`src/rtl/intro_sequencer.sv`:
```
// -----------------------------------------------------------------------------
// intro_sequencer
//
// Intro slideshow sequencer. It steps through NUM_SLIDES slide images that are
// shown across NUM_PANELS side-by-side panels, filled left to right. Each slide
// is held for HOLD_FRAMES frames before the next one appears. When a new row
// starts in panel 0, every other panel is blanked. After the last slide's hold
// expires, all panels clear and `done` stays high while `enable` is held.
// The current pixel (DrawX, DrawY) is decoded combinationally into a hit flag,
// the slide id under the pixel and a ROM address within that panel's image.
//
// Configuration macro:
//   INTRO_SKIP_EN - when defined, a rising edge on `skip` while showing
//                   advances one slide at once. When undefined, `skip` is
//                   ignored and no edge-detect flop is built.
//
// Ports:
//   frame_clk      in   1                    frame-rate clock; all state on posedge
//   Reset_n        in   1                    synchronous active-low reset
//   enable         in   1                    high while the game is in its intro state
//   pause          in   1                    freezes the hold counter
//   skip           in   1                    level; a rising edge advances one slide
//   DrawX, DrawY   in   10                   current pixel coordinates
//   panel_slide    out  NUM_PANELS*SLIDE_W   slide id per panel, panel 0 in LSBs
//   is_sub         out  NUM_PANELS           bit p set when panel p shows a slide
//   is_intro       out  1                    pixel lies inside a panel showing a slide
//   intro_slide    out  SLIDE_W              slide id under the pixel, 0 on a miss
//   intro_address  out  20                   ROM address of the pixel, 0 on a miss
//   done           out  1                    the last slide's hold has expired
// -----------------------------------------------------------------------------
module intro_sequencer #(
    parameter int NUM_SLIDES  = 10,
    parameter int NUM_PANELS  = 2,
    parameter int HOLD_FRAMES = 300,
    parameter int PANEL_X0    = 79,
    parameter int PANEL_PITCH = 281,
    parameter int PANEL_Y0    = 80,
    parameter int PANEL_W     = 199,
    parameter int PANEL_H     = 107,
    parameter int SLIDE_W     = 4
) (
    input  logic                             frame_clk,
    input  logic                             Reset_n,
    input  logic                             enable,
    input  logic                             pause,
    input  logic                             skip,
    input  logic [9:0]                       DrawX,
    input  logic [9:0]                       DrawY,
    output logic [NUM_PANELS*SLIDE_W-1:0]    panel_slide,
    output logic [NUM_PANELS-1:0]            is_sub,
    output logic                             is_intro,
    output logic [SLIDE_W-1:0]               intro_slide,
    output logic [19:0]                      intro_address,
    output logic                             done
);

    localparam int CNT_W = $clog2(HOLD_FRAMES + 1);

    typedef enum logic [1:0] {
        IDLE = 2'd0,
        SHOW = 2'd1,
        DONE = 2'd2
    } state_t;

    state_t             state_q, state_d;
    logic [CNT_W-1:0]   cnt_q, cnt_d;
    logic [SLIDE_W-1:0] cur_q, cur_d;
    logic               done_q, done_d;
    logic [SLIDE_W-1:0] panels_q [NUM_PANELS];
    logic [SLIDE_W-1:0] panels_d [NUM_PANELS];
    logic               skip_hit;
    logic               advance;
    int                 adv_idx;

    // ------------------------------------------------------------------
    // Skip edge detection (optional)
    // ------------------------------------------------------------------
`ifdef INTRO_SKIP_EN
    logic skip_q;

    always_ff @(posedge frame_clk) begin
        if (!Reset_n) skip_q <= 1'b0;
        else          skip_q <= skip;
    end

    // A held skip produces exactly one cycle of skip_hit.
    assign skip_hit = skip & ~skip_q;
`else
    logic unused_skip;
    assign unused_skip = skip;
    assign skip_hit    = 1'b0;
`endif

    // ------------------------------------------------------------------
    // State register
    // ------------------------------------------------------------------
    // NOTE: sequential state is updated only with non-blocking assignments so
    // every flop samples the values from before the edge, regardless of order.
    always_ff @(posedge frame_clk) begin
        if (!Reset_n) begin
            state_q <= IDLE;
            cnt_q   <= '0;
            cur_q   <= '0;
            done_q  <= 1'b0;
            // NOTE: the panel array is a handful of flops, not a RAM, so it is
            // safe (and required) to reset every entry.
            for (int p = 0; p < NUM_PANELS; p++) panels_q[p] <= '0;
        end else begin
            state_q <= state_d;
            cnt_q   <= cnt_d;
            cur_q   <= cur_d;
            done_q  <= done_d;
            for (int p = 0; p < NUM_PANELS; p++) panels_q[p] <= panels_d[p];
        end
    end

    // ------------------------------------------------------------------
    // Next-state logic
    // ------------------------------------------------------------------
    // Expiry only counts while not paused; a skip edge wins over pause.
    assign advance = skip_hit || (!pause && cnt_q == CNT_W'(HOLD_FRAMES - 1));

    always_comb begin
        // NOTE: every variable gets a default before any branch, so no path
        // leaves one unassigned and no latch is inferred.
        state_d = state_q;
        cnt_d   = cnt_q;
        cur_d   = cur_q;
        done_d  = done_q;
        adv_idx = 0;
        for (int p = 0; p < NUM_PANELS; p++) panels_d[p] = panels_q[p];

        if (!enable) begin
            // Abort from any state; re-raising enable restarts at slide 1.
            state_d = IDLE;
            cnt_d   = '0;
            cur_d   = '0;
            done_d  = 1'b0;
            for (int p = 0; p < NUM_PANELS; p++) panels_d[p] = '0;
        end else begin
            unique case (state_q)
                IDLE: begin
                    state_d = SHOW;
                    cnt_d   = '0;
                    cur_d   = SLIDE_W'(1);
                    done_d  = 1'b0;
                    for (int p = 0; p < NUM_PANELS; p++) panels_d[p] = '0;
                    panels_d[0] = SLIDE_W'(1);
                end

                SHOW: begin
                    if (advance) begin
                        cnt_d = '0;
                        if (cur_q == SLIDE_W'(NUM_SLIDES)) begin
                            state_d = DONE;
                            cur_d   = '0;
                            done_d  = 1'b1;
                            for (int p = 0; p < NUM_PANELS; p++) panels_d[p] = '0;
                        end else begin
                            cur_d = cur_q + 1'b1;
                            // New slide number is cur_q+1, so its panel is
                            // (cur_q+1-1) % NUM_PANELS.
                            adv_idx = int'(cur_q) % NUM_PANELS;
                            for (int p = 0; p < NUM_PANELS; p++) begin
                                if (p == adv_idx)
                                    panels_d[p] = cur_q + 1'b1;
                                else if (adv_idx == 0)
                                    panels_d[p] = '0;
                            end
                        end
                    end else if (!pause) begin
                        cnt_d = cnt_q + 1'b1;
                    end
                end

                DONE: begin
                    done_d = 1'b1;
                    for (int p = 0; p < NUM_PANELS; p++) panels_d[p] = '0;
                end

                default: begin
                    state_d = IDLE;
                end
            endcase
        end
    end

    // ------------------------------------------------------------------
    // Panel outputs
    // ------------------------------------------------------------------
    always_comb begin
        panel_slide = '0;
        is_sub      = '0;
        for (int p = 0; p < NUM_PANELS; p++) begin
            panel_slide[p*SLIDE_W +: SLIDE_W] = panels_q[p];
            is_sub[p]                         = (panels_q[p] != '0);
        end
    end

    assign done = done_q;

    // ------------------------------------------------------------------
    // Pixel decode (combinational, 20-bit unsigned)
    // ------------------------------------------------------------------
    logic [19:0] px, py, x0;

    always_comb begin
        px            = {10'd0, DrawX};
        py            = {10'd0, DrawY};
        x0            = '0;
        is_intro      = 1'b0;
        intro_slide   = '0;
        intro_address = '0;
        // Scan from the highest panel down so the lowest index wins on overlap.
        for (int p = NUM_PANELS - 1; p >= 0; p--) begin
            x0 = 20'(PANEL_X0 + p * PANEL_PITCH);
            if (panels_q[p] != '0 &&
                px >= x0 && px < x0 + 20'(PANEL_W) &&
                py >= 20'(PANEL_Y0) && py < 20'(PANEL_Y0 + PANEL_H)) begin
                is_intro      = 1'b1;
                intro_slide   = panels_q[p];
                intro_address = (px - x0) + (py - 20'(PANEL_Y0)) * 20'(PANEL_W);
            end
        end
    end

endmodule
```
`config.mk`:
```
export PLATFORM = sky130hd
export DESIGN_NAME = intro_sequencer
export DESIGN_NICKNAME = d
export VERILOG_FILES = /design/src/rtl/intro_sequencer.sv
export SDC_FILE = /design/constraint.sdc
export NUM_CORES = 1
export LEC_CHECK = 0
export CORE_MARGIN = 1
export CORE_UTILIZATION = 64
export CTS_CLUSTER_SIZE = 16
export DETAILED_ROUTE_END_ITERATION = 16
export GPL_ROUTABILITY_DRIVEN = 0
export HOLD_SLACK_MARGIN = 0.02
export PLACE_DENSITY = 0.9
export SETUP_SLACK_MARGIN = 0.5
export SYNTH_ARGS = -nofsm -noshare
export SYNTH_HDL_FRONTEND = slang
export SYNTH_SLANG_ARGS = --single-unit
```
`constraint.sdc`:
```
create_clock -name frame_clk -period 23.8 [get_ports frame_clk]
set_clock_uncertainty 0.1 [all_clocks]
set_input_delay 3.57 -clock frame_clk [delete_from_list [all_inputs] [get_ports frame_clk]]
set_output_delay 3.57 -clock frame_clk [all_outputs]
set_load 0.02 [all_outputs]
```
==> flow_summary_export.csv <==
group,metric,value,unit
setup_path,crit_type,"in -> out",
grt,antenna_found_initial,0,
setup_path,critPathMostFrequentCell,"ha_1",
sta,min_period,15.11,ns
clock_network,ctsHoldBuffers,0,
floorplanning,core,8340,um^2
grt,grt_busiest_layer,"met2",
yosys,synth_top_flop_cell,"dfxtp_1",
setup_path,r2r_end,"panels_q[0][3]$_SDFFE_PN0P_",
clock_network,cts_max_level,1,
job,maxCapViolCount,0,
floorplanning,start_util,0.671,
setup_path,slowest_stage,"or4_1",
sta,fmax,0.0662,GHz
setup_path,critPathArrivalTime,11.44,ns
clock_network,post_cts_resized,0,
sta,setup_tns,0,ns
final_layout,final_cell_mix,"108 x ha_1, 91 x inv_1, 58 x nor2_1, 58 x clkdlybuf4s50_1, 55 x a21oi_1",
yosys,synthArstFlopShare,0,
route,drc,0,
yosys,avgSynthCellArea,7.85,um^2
grt,grt_use_total,0.306,
floorplanning,io_pins,61,
floorplanning,die_w,95.5,um
setup_path,start_kind,"primary input",
hold_path,holdPathEnd,"done$_SDFFE_PN0P_",
sta,max-slew-margin-rel,0.212,
route,ant_nets,0,
yosys,ys.warnings.count,0,
route,drt_iter0_drc,270,
route,wl_per_cell,15.5,um
sta,whs,0.377,ns
grt,grt_max_degree,25,
setup_path,cp_max_fo,8,
yosys,synth_edf_count,0,
hold_path,hp-class,"reg -> reg",
clock_network,clk_latency,0.27,ns
sta,fin_crit_sh,0.635,
final_layout,antenna_cells,0,
final_layout,drive_above_1_share,0.0395,
yosys,synth_cell_types,69,
outcome,status,"finished clean",
sta,final_hold_viol_count,0,
sta,tightestPinTransition,1.17,ns
final_layout,final_common_cell,"ha_1",
sta,setup_slack,8.69,ns
route,dr_total_vias,5242,
yosys,ys_seq_area_frac,0.0823,
grt,grt_overflow,0,
clock_network,cts-buffers-inserted,3,
power_and_ir_drop,irDropWorstVdd,0.101,mV
sta,final_max_slew_viol_count,0,
route,via_per_inst,6.06,
placed_design,hpwl,11.0,mm
floorplanning,dieArea,9120,um^2
floorplanning,die_h,95.5,um
setup_path,r2r_start,"cnt_q[0]$_SDFFE_PN0P_",
grt,use_met2,0.565,
clock_network,cts_tree,"done",
final_layout,syn_to_final_growth,11.5,%
grt,grtUsageMet3,0.0175,
setup_path,cp_data_required_time,20.13,ns
yosys,ys_ff_latch,23,
hold_path,min_from,"done$_SDFFE_PN0P_",
placed_design,port_buffers,58,
setup_path,slowest_delay,0.63,ns
yosys,syn_area,5600,um^2
clock_network,clock_sinks,23,
final_layout,fin_nets,918,
floorplanning,rows,33,
power_and_ir_drop,p_leak,2.98,nW
clock_network,clkTransAtPathRegs,0.08,ns
grt,grt_pass1_wl,22.7,mm
setup_path,end_kind,"output port",
route,first_pass_iters,5,
clock_network,clock_path_buffers,2,
grt,global_route.usage.met1,0.369,
clock_network,cts_root_buf,"clkbuf_8",
setup_path,reg2reg_depth,8,
clock_network,cts_setup_buffers,0,
power_and_ir_drop,p_per_area,140,nW/um^2
route,routed_wl,13.4,mm
hold_path,whs_path_depth,2,
sta,rsz0062_at_grt,"false",
power_and_ir_drop,p_total,0.874,mW
placed_design,post-place-ws,8.75,ns
grt,first_global_vias,5293,
sta,setup_viol,0,
setup_path,rrSetupSlack,21.29,ns
final_layout,nFillCells,614,
yosys,syn-instance-count,713,
## routing by layer
layer | up-vias | part of all wire
met1 | 2444 | 0.41
met2 | 185 | 0.50
met3 | 35 | 0.054
li1 | 2578 | -
met5 | - | 0
met4 | 0 | 0.030
## power breakdown
part / internal (mW) / leakage [nW] / switching, mW
sequential: 0.0390 / 0.186 / 0.000772
clock: 0.0117 / 0.0255 / 0.0128
combinational: 0.342 / 2.77 / 0.468
## per-stage QoR
stage	utilization	instance area, um^2	cells
after floorplan	-	5600	714
after global placement	0.743	6190	861
after detailed placement	0.743	6190	861
after CTS	0.748	6240	865
after global routing	0.748	6240	865
final	0.748	6240	865
## synth_stat cells (all sizes together), types with 4 or more instances
cell      n  area, um^2
xnor2    37         339
buf       6        80.1
nor2     58         218
or2       5        31.3
o21a      5        37.5
inv      93         349
dfxtp    23         460
a21o     17         128
o21ai    29         160
nand2b    6        37.5
o22ai    19         119
a21boi    6        45.0
a21oi    56         284
ha      108        1350
nand3    24         120
nor2b    11        71.3
nor3     19         110
nor4      4        31.3
a31oi     5        31.3
o31ai     5        37.5
nand4    10        62.6
mux2i     6        60.1
o21bai    7        52.6
fa       24         480
clkbuf   10        37.5
and3      8        51.3
and2      5        31.3
or3       6        38.8
xor2     34         298
nand2    38         145
## cell families (layout without fill, tap and decap cells)
| group | after synthesis | count (layout) | share of synthesized area |
|---|---|---|---|
| mux | 6 | 6 | 0.0107 |
| other cells | 2 | 3 | 0.00134 |
| flops | 23 | 23 | 0.0823 |
| simple gates | 201 | 201 | 0.182 |
| buf+inv | 109 | 155 | 0.0834 |
| xor+xnor | 72 | 72 | 0.118 |
| fa+ha+maj | 132 | 132 | 0.327 |
| compound gates | 168 | 168 | 0.195 |
## registers in the layout (all words and copies together), names as in the netlist
name      cells
state_q       2
panels_q      7
cnt_q         9
done          1
cur_q         4
## critical path, delay by kind of cell
| kind | cells | cell delay, ns |
|---|---|---|
| adder cells (fa/ha/maj) | 7 | 2.77 |
| buffers and inverters | 6 | 1.72 |
| AO/OA/AOI/OAI | 8 | 1.52 |
| AND/OR/NAND/NOR | 5 | 1.50 |
| XOR/XNOR | 2 | 0.34 |
## worst max path at each step
stage	startpoint	endpoint	slack [ns]	cells past startpoint
6_report	DrawY[4]	intro_address[19]	8.69	28
3_5_place_dp	DrawY[4]	intro_address[19]	8.75	28
5_1_grt	DrawY[4]	intro_address[19]	8.40	28
3_3_place_gp	DrawY[4]	intro_address[19]	8.87	28
2_1_floorplan	DrawY[5]	intro_address[19]	10.55	27
4_1_cts	DrawY[4]	intro_address[19]	8.70	28
## area by class of cell
cell class	count	area (um^2)	share of cell area
clock buffers	3	41.3	0.00662
clock inverters	1	5.00	0.000802
inverters	93	349	0.0559
multi-input cells	582	4670	0.749
flip-flops and latches	23	460	0.0738
well taps	105	131	0.0211
repair buffers	58	581	0.0930
Note: power is estimated with default switching activity, not from simulation.
